### src/rtl/fcs_pkg.sv
// Shared types and helpers for the flop-chain scoreboard.
package fcs_pkg;

  // Scoreboard control states.
  typedef enum logic [1:0] {
    FCS_IDLE  = 2'd0,
    FCS_FILL  = 2'd1,
    FCS_CHECK = 2'd2
  } fcs_state_e;

  // Widest counter that sat_inc can handle.
  localparam int FCS_MAX_W = 64;

  // Increment 'value' as a 'width'-bit counter, holding at all-ones.
  function automatic logic [FCS_MAX_W-1:0] sat_inc(input logic [FCS_MAX_W-1:0] value,
                                                   input int width);
    logic [FCS_MAX_W-1:0] mask;
    if (width >= FCS_MAX_W) begin
      mask = {FCS_MAX_W{1'b1}};
    end else begin
      mask = (64'd1 << width) - 64'd1;
    end
    if ((value & mask) == mask) begin
      sat_inc = mask;
    end else begin
      sat_inc = (value + 64'd1) & mask;
    end
  endfunction

endpackage

### src/rtl/fcs_ref_shift.sv
// Reference model of the flop chain: a DEPTH-stage shift register that is
// flushed to zero whenever checking is disabled. Exposes the last stage.
module fcs_ref_shift #(
  parameter int DEPTH = 4
) (
  input  logic clk,
  input  logic reset,
  input  logic en,
  input  logic din,
  output logic tap
);

  logic [DEPTH-1:0] stages;

  generate
    if (DEPTH == 1) begin : g_single
      // Single stage: capture din while enabled, clear when idle.
      always_ff @(posedge clk or posedge reset) begin
        if (reset) begin
          stages <= 1'b0;
        end else if (!en) begin
          stages <= 1'b0;
        end else begin
          stages <= din;
        end
      end
    end else begin : g_multi
      // Shift din towards the tap while enabled, clear when idle.
      always_ff @(posedge clk or posedge reset) begin
        if (reset) begin
          stages <= '0;
        end else if (!en) begin
          stages <= '0;
        end else begin
          stages <= {stages[DEPTH-2:0], din};
        end
      end
    end
  endgenerate

  assign tap = stages[DEPTH-1];

endmodule

### src/rtl/flop_chain_scoreboard.sv
// Cycle-accurate checker for a flop chain returned from co-simulation.
// A reference shift register tracks the stimulus; once DEPTH enabled edges
// have filled it, every edge compares the chain output against its tap.
module flop_chain_scoreboard
  import fcs_pkg::*;
#(
  parameter int DEPTH   = 4,
  parameter int CNT_W   = 16,
  parameter int MAX_ERR = 1
) (
  input  logic             clk,
  input  logic             reset,
  input  logic             en,
  input  logic             din,
  input  logic             dut_q,
  output logic             mismatch,
  output logic             x_seen,
  output logic [CNT_W-1:0] err_count,
  output logic [CNT_W-1:0] cmp_count,
  output logic             fail
);

  localparam int FILL_W = (DEPTH > 1) ? $clog2(DEPTH) : 1;
  localparam logic [FILL_W-1:0] FILL_LAST = FILL_W'(DEPTH - 1);

  fcs_state_e state;
  fcs_state_e next_state;
  logic [FILL_W-1:0] fill;
  logic [FILL_W-1:0] fill_next;

  logic ref_tap;
  logic do_cmp;
  logic cmp_x;
  logic cmp_diff;
  logic fail_next;
  logic [FCS_MAX_W-1:0] err_inc;
  logic [FCS_MAX_W-1:0] cmp_inc;
  logic [FCS_MAX_W-1:0] err_after;
  logic unused_hi;

  fcs_ref_shift #(.DEPTH(DEPTH)) u_ref (
    .clk   (clk),
    .reset (reset),
    .en    (en),
    .din   (din),
    .tap   (ref_tap)
  );

  // State and fill counter registers.
  always_ff @(posedge clk or posedge reset) begin
    if (reset) begin
      state <= FCS_IDLE;
      fill  <= '0;
    end else begin
      state <= next_state;
      fill  <= fill_next;
    end
  end

  // Next-state logic: fill counts enabled edges so the first compare lands
  // exactly DEPTH edges after checking starts.
  always_comb begin
    next_state = state;
    fill_next  = fill;
    if (!en) begin
      next_state = FCS_IDLE;
      fill_next  = '0;
    end else begin
      case (state)
        FCS_IDLE: begin
          // A one-stage chain is already valid after the first enabled edge.
          if (DEPTH == 1) begin
            next_state = FCS_CHECK;
            fill_next  = '0;
          end else begin
            next_state = FCS_FILL;
            fill_next  = FILL_W'(1);
          end
        end
        FCS_FILL: begin
          if (fill == FILL_LAST) begin
            next_state = FCS_CHECK;
            fill_next  = '0;
          end else begin
            next_state = FCS_FILL;
            fill_next  = fill + FILL_W'(1);
          end
        end
        FCS_CHECK: begin
          next_state = FCS_CHECK;
          fill_next  = '0;
        end
        default: begin
          next_state = FCS_IDLE;
          fill_next  = '0;
        end
      endcase
    end
  end

  // Compare decode: X/Z on the chain output is always treated as a mismatch.
  always_comb begin
    do_cmp   = (state == FCS_CHECK) && en;
    cmp_x    = (dut_q !== 1'b0) && (dut_q !== 1'b1);
    cmp_diff = cmp_x || (dut_q !== ref_tap);
    err_inc  = sat_inc(FCS_MAX_W'(err_count), CNT_W);
    cmp_inc  = sat_inc(FCS_MAX_W'(cmp_count), CNT_W);
    if (do_cmp && cmp_diff) begin
      err_after = err_inc;
    end else begin
      err_after = FCS_MAX_W'(err_count);
    end
    if ((MAX_ERR != 0) && (err_after >= FCS_MAX_W'(MAX_ERR))) begin
      fail_next = 1'b1;
    end else begin
      fail_next = fail;
    end
  end

  assign unused_hi = ^{err_inc, cmp_inc};

  // Output registers: mismatch pulse, sticky flags and saturating counters.
  always_ff @(posedge clk or posedge reset) begin
    if (reset) begin
      mismatch  <= 1'b0;
      x_seen    <= 1'b0;
      err_count <= '0;
      cmp_count <= '0;
      fail      <= 1'b0;
    end else begin
      mismatch <= do_cmp && cmp_diff;
      fail     <= fail_next;
      if (do_cmp) begin
        cmp_count <= cmp_inc[CNT_W-1:0];
        if (cmp_diff) begin
          err_count <= err_inc[CNT_W-1:0];
        end
        if (cmp_x) begin
          x_seen <= 1'b1;
        end
      end
    end
  end

endmodule

### config.mk
export PLATFORM = sky130hd
export DESIGN_NAME = flop_chain_scoreboard
export DESIGN_NICKNAME = d
export VERILOG_FILES = /design/src/rtl/fcs_pkg.sv /design/src/rtl/fcs_ref_shift.sv /design/src/rtl/flop_chain_scoreboard.sv
export SDC_FILE = /design/constraint.sdc
export NUM_CORES = 1
export LEC_CHECK = 0
export ABC_AREA = 0
export CELL_PAD_IN_SITES_DETAIL_PLACEMENT = 1
export CELL_PAD_IN_SITES_GLOBAL_PLACEMENT = 2
export CORE_MARGIN = 1
export CORE_UTILIZATION = 30
export CTS_BUF_LIST = sky130_fd_sc_hd__clkbuf_2
export DETAILED_ROUTE_END_ITERATION = 8
export MAX_ROUTING_LAYER = met4
export PLACE_DENSITY = 0.73
export SKIP_LAST_GASP = 1
export SYNTH_ARGS = -nofsm -noshare
export SYNTH_HDL_FRONTEND = slang
export SYNTH_SLANG_ARGS = --single-unit
export TNS_END_PERCENT = 5
### constraint.sdc
create_clock -name clk -period 1.9 [get_ports clk]
set_input_delay 0.19 -clock clk [delete_from_list [all_inputs] [get_ports clk]]
set_output_delay 0.19 -clock clk [all_outputs]
set_load 0.05 [all_outputs]
* Word-level counts from Yosys, hierarchy flattened
Cells that the tools add are included.
Storage, ports and cells: flip-flop bits (word level) 43, output and inout port bits 35, word-level logic and storage cells 37
Cells by class: add/subtract/negate cells 3, $lt $le $gt $ge 1, eq/ne operators 8, multiplexer cells 10, reductions and logical operators 7
Operators by type and width (count):
- $ge 64x1->1 const B | 1
- $mux 64 | 1
- $add 16x1->16 const B | 2
- $eq 16x16->1 const B | 2
- $mux 16 | 2
- $mux 2 | 4
- $pmux 2 s3 | 1
- $eq 2x2->1 const B | 2
- $mux 4 | 1
- $pmux 2 s2 | 1
- $reduce_and 2->1 | 2
- $logic_and 1x1->1 | 3
- $add 2x1->2 const B | 1
- $eq 2x1->1 const B | 1
- $logic_not 2->1 | 1
- $nex 1x1->1 const B | 2
- $logic_or 1x1->1 | 1
- $nex 1x1->1 | 1

* Logic depth before layout (Yosys ltp)
Gate-level depths: netlist (run 1).
depth in word-level cells 6, depth in mapped cells 7, depth with buffers taken out 6

* Cells and area by module
A second synthesis (run 1) with hierarchy kept.
Second synthesis, totals: cell total of the unflattened synthesis 227, area total of the unflattened synthesis 2245.9 µm²
Modules (own cells, without submodules):
- flop_chain_scoreboard | times used 1, cells each 218, area each 2117.0 µm²
- fcs_ref_shift | times used 1, cells each 9, area each 128.9 µm²

* Least setup slack after synthesis (run 1)
No wires, ideal clock.
kind flip-flop to flip-flop, from register err_count[7], to register fail, library setup time 136 ps, arrival 2133 ps, required time 1764 ps, slack -369 ps, stages on the path, launching flop included 7, path buffers 1, period minus slack after synthesis 2269 ps, path through dfrtp_1 -> buf_2 -> nand4_2 -> or4_1 -> a2111o_1 -> a22oi_1 -> nand4b_1
On the way: word-level cells in the longest chain between the ends 4
Ends and longest elaborated chain:
- from (decl) | line flop_chain_scoreboard.sv:18 | output logic [CNT_W-1:0] err_count,
- from (signal assigned) | line flop_chain_scoreboard.sv:136 | err_count <= err_inc[CNT_W-1:0];
- $add 16x1->16 or $eq 16x16->1 (tied branches) | line fcs_pkg.sv:26, fcs_pkg.sv:23
- $mux 16 | line fcs_pkg.sv:23 | if ((value & mask) == mask) begin
- $mux 64 (*) | line flop_chain_scoreboard.sv:108 | if (do_cmp && cmp_diff) begin
- $ge 64x1->1 (*) | line flop_chain_scoreboard.sv:113 | if ((MAX_ERR != 0) && (err_after >= FCS_MAX_W'(MAX_ERR))) begin
- to (signal assigned) | line flop_chain_scoreboard.sv:132 | fail <= fail_next;
- to (decl) | line flop_chain_scoreboard.sv:20 | output logic fail
Mark *: on every way between the ends. The rest lies on a longest branch, timed or not. A chain may end at the register's enable or synchronous reset.

* Worst setup path in the final report (run 1)
from register err_count[7], to output err_count[7]
No word-level cell between the ends.

==> results of run 1 <==
Yosys cell counts, types with 2 or more instances:
cell type   n
a211oi_1    2
a21boi_0    2
a21oi_1     8
a311oi_1    2
a31oi_1     4
and2_1     10
and3_1      8
and4_1      2
buf_2       5
clkbuf_1    3
dfrtp_1    42
ha_1        3
inv_1       4
mux2_2      2
nand2_1    32
nand2b_1    2
nand3_1    16
nand3b_1    2
nand4_1     6
nand4b_1    3
nor2_1     11
nor2b_1     2
nor3_1      8
nor4_1      5
nor4b_1     2
o21a_1      3
o21ai_0     7
xnor2_1    10
xor2_1     10
where the power goes:
group	total, W	switching [W]	internal (W)
Combinational	0.000174	0.000105	0.0000686
Clock	0.000392	0.000308	0.0000840
Sequential	0.000936	0.0000209	0.000915
Total	0.00150	0.000434	0.00107
final cells by class:
cell class,instances,area [um2]
Clock inverter,3,16.3
Tap cell,99,124
Multi-Input combinational cell,182,1170
Sequential cell,42,1060
Fill cell,895,4150
Timing Repair Buffer,82,732
Inverter,4,15.0
Clock buffer,5,25.0
worst min-delay path: cells and delay by family:
kind                   cells  cell delay [ns]
buffers and inverters      3             0.74
per-stage QoR:
step / worst slack [ns] / cell area, um2 / hold slack [ns]
CTS: -0.138 / 3130 / 0.0860
floorplan: -0.165 / 2310 / 0.324
detailed placement: -0.243 / 3090 / 0.451
finish: -0.0854 / 3140 / 0.114
global route: -0.175 / 3140 / 0.0946
global placement: -0.197 / 3090 / 0.439
logic make-up (layout without fill, tap and decap cells):
group                      count (synthesis)  count (layout)  share of synthesized area, %
xor gates and xnor gates                  21              21                          8.39
adders and majority gates                  3               3                          1.64
other                                      1               1                         0.164
AOI/OAI and AO/OA                         35              35                          10.3
DFF                                       42              42                          46.1
and+or+nand+nor                          119             119                          29.0
buffers and inverters                     14              94                          3.07
muxes                                      3               3                          1.43
path summary, 6_finish.rpt:
check,start,to,slack [ns],cells after the start
worst min register to register,fill[0],fill[0],0.49,1
worst max register to register,err_count[1],fail,-0.04,5
worst min-delay path,reset,err_count[4],0.11,3
worst max-delay path,err_count[7],err_count[7],-0.09,2
max in group asynchronous,reset,err_count[2],1.55,3
min in group clk,din,u_ref.stages[0],0.33,2
sequential cells by signal (all words and copies together), names as in the netlist:
| register | cells |
|---|---|
| cmp_count | 16 |
| err_count | 16 |
| fail | 1 |
| fill | 2 |
| mismatch | 1 |
| state | 2 |
| u_ref.stages | 4 |
metal layers:
layer	part of all wire (%)	global-route usage [%]	wire [um]	vias up
met5	0	-	0	-
met4	1.2	5.19	72	0
met3	2.4	2.49	148	6
met2	45	26.4	2840	25
met1	51	24.9	3180	1018
li1	-	-	-	1012
repair_timing:
| item | in CTS | in global routing |
|---|---|---|
| resized for setup | 1 | 1 |
| pin swaps | 0 | 1 |
| setup buffers | 0 | 1 |
| setup endpoints to repair | 27 | 52 |
| cloned | 0 | 0 |
==> run metrics, run 1 <==
minimum clock period 1.99 ns; Initial Util 31.3%; CTS tree built; routed len/inst 15.0 um; largest cells by area after synthesis dfrtp_1 (46%), nand2_1 (5.3%), xnor2_1 (3.8%); Synth-to-Final Area Change 37.7%; slowest stage delay, CP 0.81 ns; post-synthesis async set-or-reset flop share 100%; Avg Inst Size Synth 9.59 um2; #FFs+latches synth 42; GPL Wtd Cong 0.780; clock-pin slew on the worst setup and hold paths 0.23 ns; critical path peak fanout 8; width of the die 89.2 um; layout cells sized above 1 23.3%; Pwr per Cell Area 478 nW/um2; LEAKAGE 1.43 nW; number of placement rows 31; most common cell after layout, fill and taps aside buf_4; RSZ-0062 raised after global routing yes; CP Data Required Time 1.71 ns; hold buffers post-CTS 0; YS warnings 0; fmax 504 MHz; initial DRC count 71; Worst EP arrival 1.80 ns; vias per cell 4.94; Hold Vio Cnt, Final 0; Num CTS Buffers 5; Hold WC Path Type in -> async; post-route ant nets 0; final worst setup slack -0.0854 ns; Max IR drop VDD 0.217 mV; CORE AREA 7290 um2; post-layout utilization of the core 43.1%; share of the synthesized area in the top cell type 46.1%; vias in the first global route 2067; Buf+Inv Stages, Crit Path 2; placed cell count 408; Setup TNS Final -0.532 ns; clock sinks 42; Final Max Tran Viols 0; failing checks setup timing; Post-DP HPWL 4840 um; largest net degree at the start of global routing 43; I/O Pins 40; grt ovf 0; post-synth cell types 51; Post-synth EDFFs 0; Startpoint Class flip-flop; Pre-antenna DRT Iters 4; Main synth FF type dfrtp_1; Rel. slew slack 66.6%; Skew-Pair Late Insertion Delay 0.40 ns; Die Y 89.2 um; Port Buf Inserts 38; clock skew 0.0185 ns; die area 7960 um2; most frequent cells in the layout buf_4 (44), clkdlybuf4s50_1 (34), nand2_1 (32), dfrtp_1 (32), nand3_1 (16); Mapped Cells 238; slowest cell on the critical path clkdlybuf4s50_1; power consumption 0.00150 W; worst slew pin tran 0.500 ns; Worst path top cell family by delay buffers and inverters; gr usage total 17.7%; ant diodes 0; final setup violation count 13; Max clock buf depth 2; final cell count without fillers 417; initial antenna violation count 0; Cell Area, Synth 2280 um2; final wirelength 6240 um; first-pass GRT wire length 10300 um; DR DRC count 0; root buffer cell clkbuf_2; status finished, violations left; Crit Path Class reg -> out; fin crit share 104%; H-tree depth 2; Worst Setup End Kind output port; Layout Nets 325; register area share after synthesis 46.1%; top cell type by total area after synthesis dfrtp_1; Cell Chain, Critical Path buf_4 -> clkdlybuf4s50_1; Vias 2061; max-cap viol count 0; Net Count, Synth 246
Power figures use the tool's default switching activity.
==> inputs of run 2 (changes only) <==
==> constraint.sdc (replaced) <==
create_clock -name clk -period 1.9 [get_ports clk]
set_input_delay 0.19 -clock clk [delete_from_list [all_inputs] [get_ports clk]]
set_output_delay 0.19 -clock clk [all_outputs]
set_load 0.1 [all_outputs]
==> run metrics, run 2 (synthesis gave the netlist of run 1 again) <==
DR DRC count 0; Startpoint Class flip-flop; slowest stage delay, CP 0.51 ns; number of placement rows 31; switching part of the total 31.3%; CP endpoint err_count[2]; Initial Util 31.3%; fmax 521 MHz; final cell count without fillers 422; slowest cell on the critical path dfrtp_4; GPL Wtd Cong 0.795; width of the die 89.2 um; Internal Power 0.00108 W; initial DRC count 53; critical path depth 5; vias per cell 5.05; worst setup path startpoint err_count[5]; Cell Chain, Critical Path nand4_4 -> buf_4 -> or4_4 -> or3_4 -> o21ai_0; final worst setup slack -0.0181 ns; Reg-to-Reg End err_count[2]; final setup violation count 1; die area 7960 um2; Critical R2R Launch err_count[5]; Final Max Tran Viols 0; max-cap viol count 0; Layout Nets 330; largest registers cmp_count x16, err_count x16, u_ref.stages x4; CTS tree built; grt ovf 0; met1 global-route usage 25.7%; Max IR drop VDD 0.222 mV; H-tree depth 2; register share of total power 59.5%; Register-to-Register Path Depth 5; CORE AREA 7290 um2; gr usage total 18.7%; Clock Power Share 26.1%; internal reg-to-reg setup slack -0.02 ns; Hold Vio Cnt, Final 0; ant diodes 0; initial antenna violation count 0; most common cell after layout, fill and taps aside buf_4; critical path peak fanout 12; Skew-Pair Late Insertion Delay 0.43 ns; Top Usage Layer GRT met2; minimum clock period 1.92 ns; Port Buf Inserts 38; Num CTS Buffers 5; Logic pwr share 14.3%; Post-DP HPWL 4990 um; Vias 2131; DP Worst Slack -0.239 ns; Buf+Inv Stages, Crit Path 1; fin crit share 101%; Pwr per Cell Area 498 nW/um2; most frequent cells in the layout buf_4 (81), nand2_1 (32), dfrtp_1 (17), nand3_1 (16), dfrtp_2 (16); Worst EP arrival 2.27 ns; Max clock buf depth 2; Synth-to-Final Area Change 38.8%; routed len/inst 15.2 um; placed cell count 413; FILL cells 876; clock sinks 42; I/O Pins 40; RSZ-0062 raised after global routing yes; root buffer cell clkbuf_2; P_sw 0.000494 W; Pre-antenna DRT Iters 4; post-layout utilization of the core 43.4%; Crit Path Class reg -> reg; hold buffers post-CTS 0; layout cells sized above 1 40.2%; Setup TNS Final -0.0181 ns; LEAKAGE 1.48 nW; Worst path top cell family by delay simple AND/OR/NAND/NOR gates; M2 GR Usage 28.6%; largest net degree at the start of global routing 43; first-pass GRT wire length 10800 um; power consumption 0.00158 W; Worst Setup End Kind flip-flop; status finished, violations left; post-route ant nets 0; CP Data Required Time 2.25 ns; Hold WC Path Type in -> async; clock skew 0.0296 ns; failing checks setup timing; final wirelength 6430 um; Die Y 89.2 um; M3 GR Usage 3.32%; vias in the first global route 2168; clock-pin slew on the worst setup and hold paths 0.24 ns
[run 2: cell count changes in the layout (fill, tap and decap cells not counted), moves of 6 or more]
cell / delta
dfrtp_2: +6
buf_4: +37
dfrtp_1: -15
clkdlybuf4s50_1: -30
dfrtp_4: +9
[run 2: how the worst min path moves through the flow]
stage / start / endpoint / cells after the start
3_3_place_gp: u_ref.stages[0] / u_ref.stages[1] / 1
5_1_grt: reset / cmp_count[8] / 3
3_5_place_dp: u_ref.stages[0] / u_ref.stages[1] / 1
2_1_floorplan: din / u_ref.stages[0] / 1
6_report: reset / err_count[8] / 3
4_1_cts: reset / cmp_count[8] / 3
[run 2: power groups by stage]
stage | registers [W] | logic [W] | clock network [W]
floorplan | 0.00104 | 0.0000640 | 0
global placement | 0.000954 | 0.000224 | 0
detailed placement | 0.000955 | 0.000229 | 0
CTS | 0.000939 | 0.000230 | 0.000446
global route | 0.000943 | 0.000243 | 0.000466
finish | 0.000938 | 0.000226 | 0.000412
[run 2: stage by stage]
step | hold WS [ns] | instance area (um2)
5_1_grt | 0.0501 | 3170
6_report | 0.0576 | 3170
3_5_place_dp | 0.445 | 3100
3_3_place_gp | 0.438 | 3100
4_1_cts | 0.0255 | 3150
2_1_floorplan | 0.324 | 2370
[run 2: worst reg2reg max path, delay by kind of cell, from the launching register on]
family                 cells  cell delay (ns)
DFF                        1             0.51
and+or+nand+nor            3             1.07
buffers and inverters      1             0.16
AOI/OAI and AO/OA          1             0.11
[run 2: what timing repair did]
item,CTS,global route
gates resized for setup,2,1
pin swaps,1,1
setup buffers,0,1
setup endpoints to repair,6,18
[run 2: layout make-up]
class                   instances  area (um2)  area share [%]
multi-input cells             182        1190            37.6
flip-flops and latches         42        1100            34.9
repair buffers                 87         688            21.7
well taps                      99         124            3.91
clock buffers                   6        30.0           0.948
inverters                       4        15.0           0.474
clock inverters                 2        13.8           0.435
[run 2: metal layers]
layer / vias to the layer above / part of all wire (%)
li1: 1018 / -
met4: 0 / 1.2
met1: 1077 / 49
met5: - / 0
met2: 31 / 46
met3: 5 / 3.5
==> inputs of run 3 (changes only) <==
--- a/config.mk
+++ b/config.mk
@@ -8,7 +8,6 @@
 export ABC_AREA = 0
 export CELL_PAD_IN_SITES_DETAIL_PLACEMENT = 1
 export CELL_PAD_IN_SITES_GLOBAL_PLACEMENT = 2
-export CORE_MARGIN = 1
 export CORE_UTILIZATION = 30
 export CTS_BUF_LIST = sky130_fd_sc_hd__clkbuf_2
 export DETAILED_ROUTE_END_ITERATION = 8
==> results of run 3 <==
The final DEF is identical to that of run 2; final timing and power are the same.
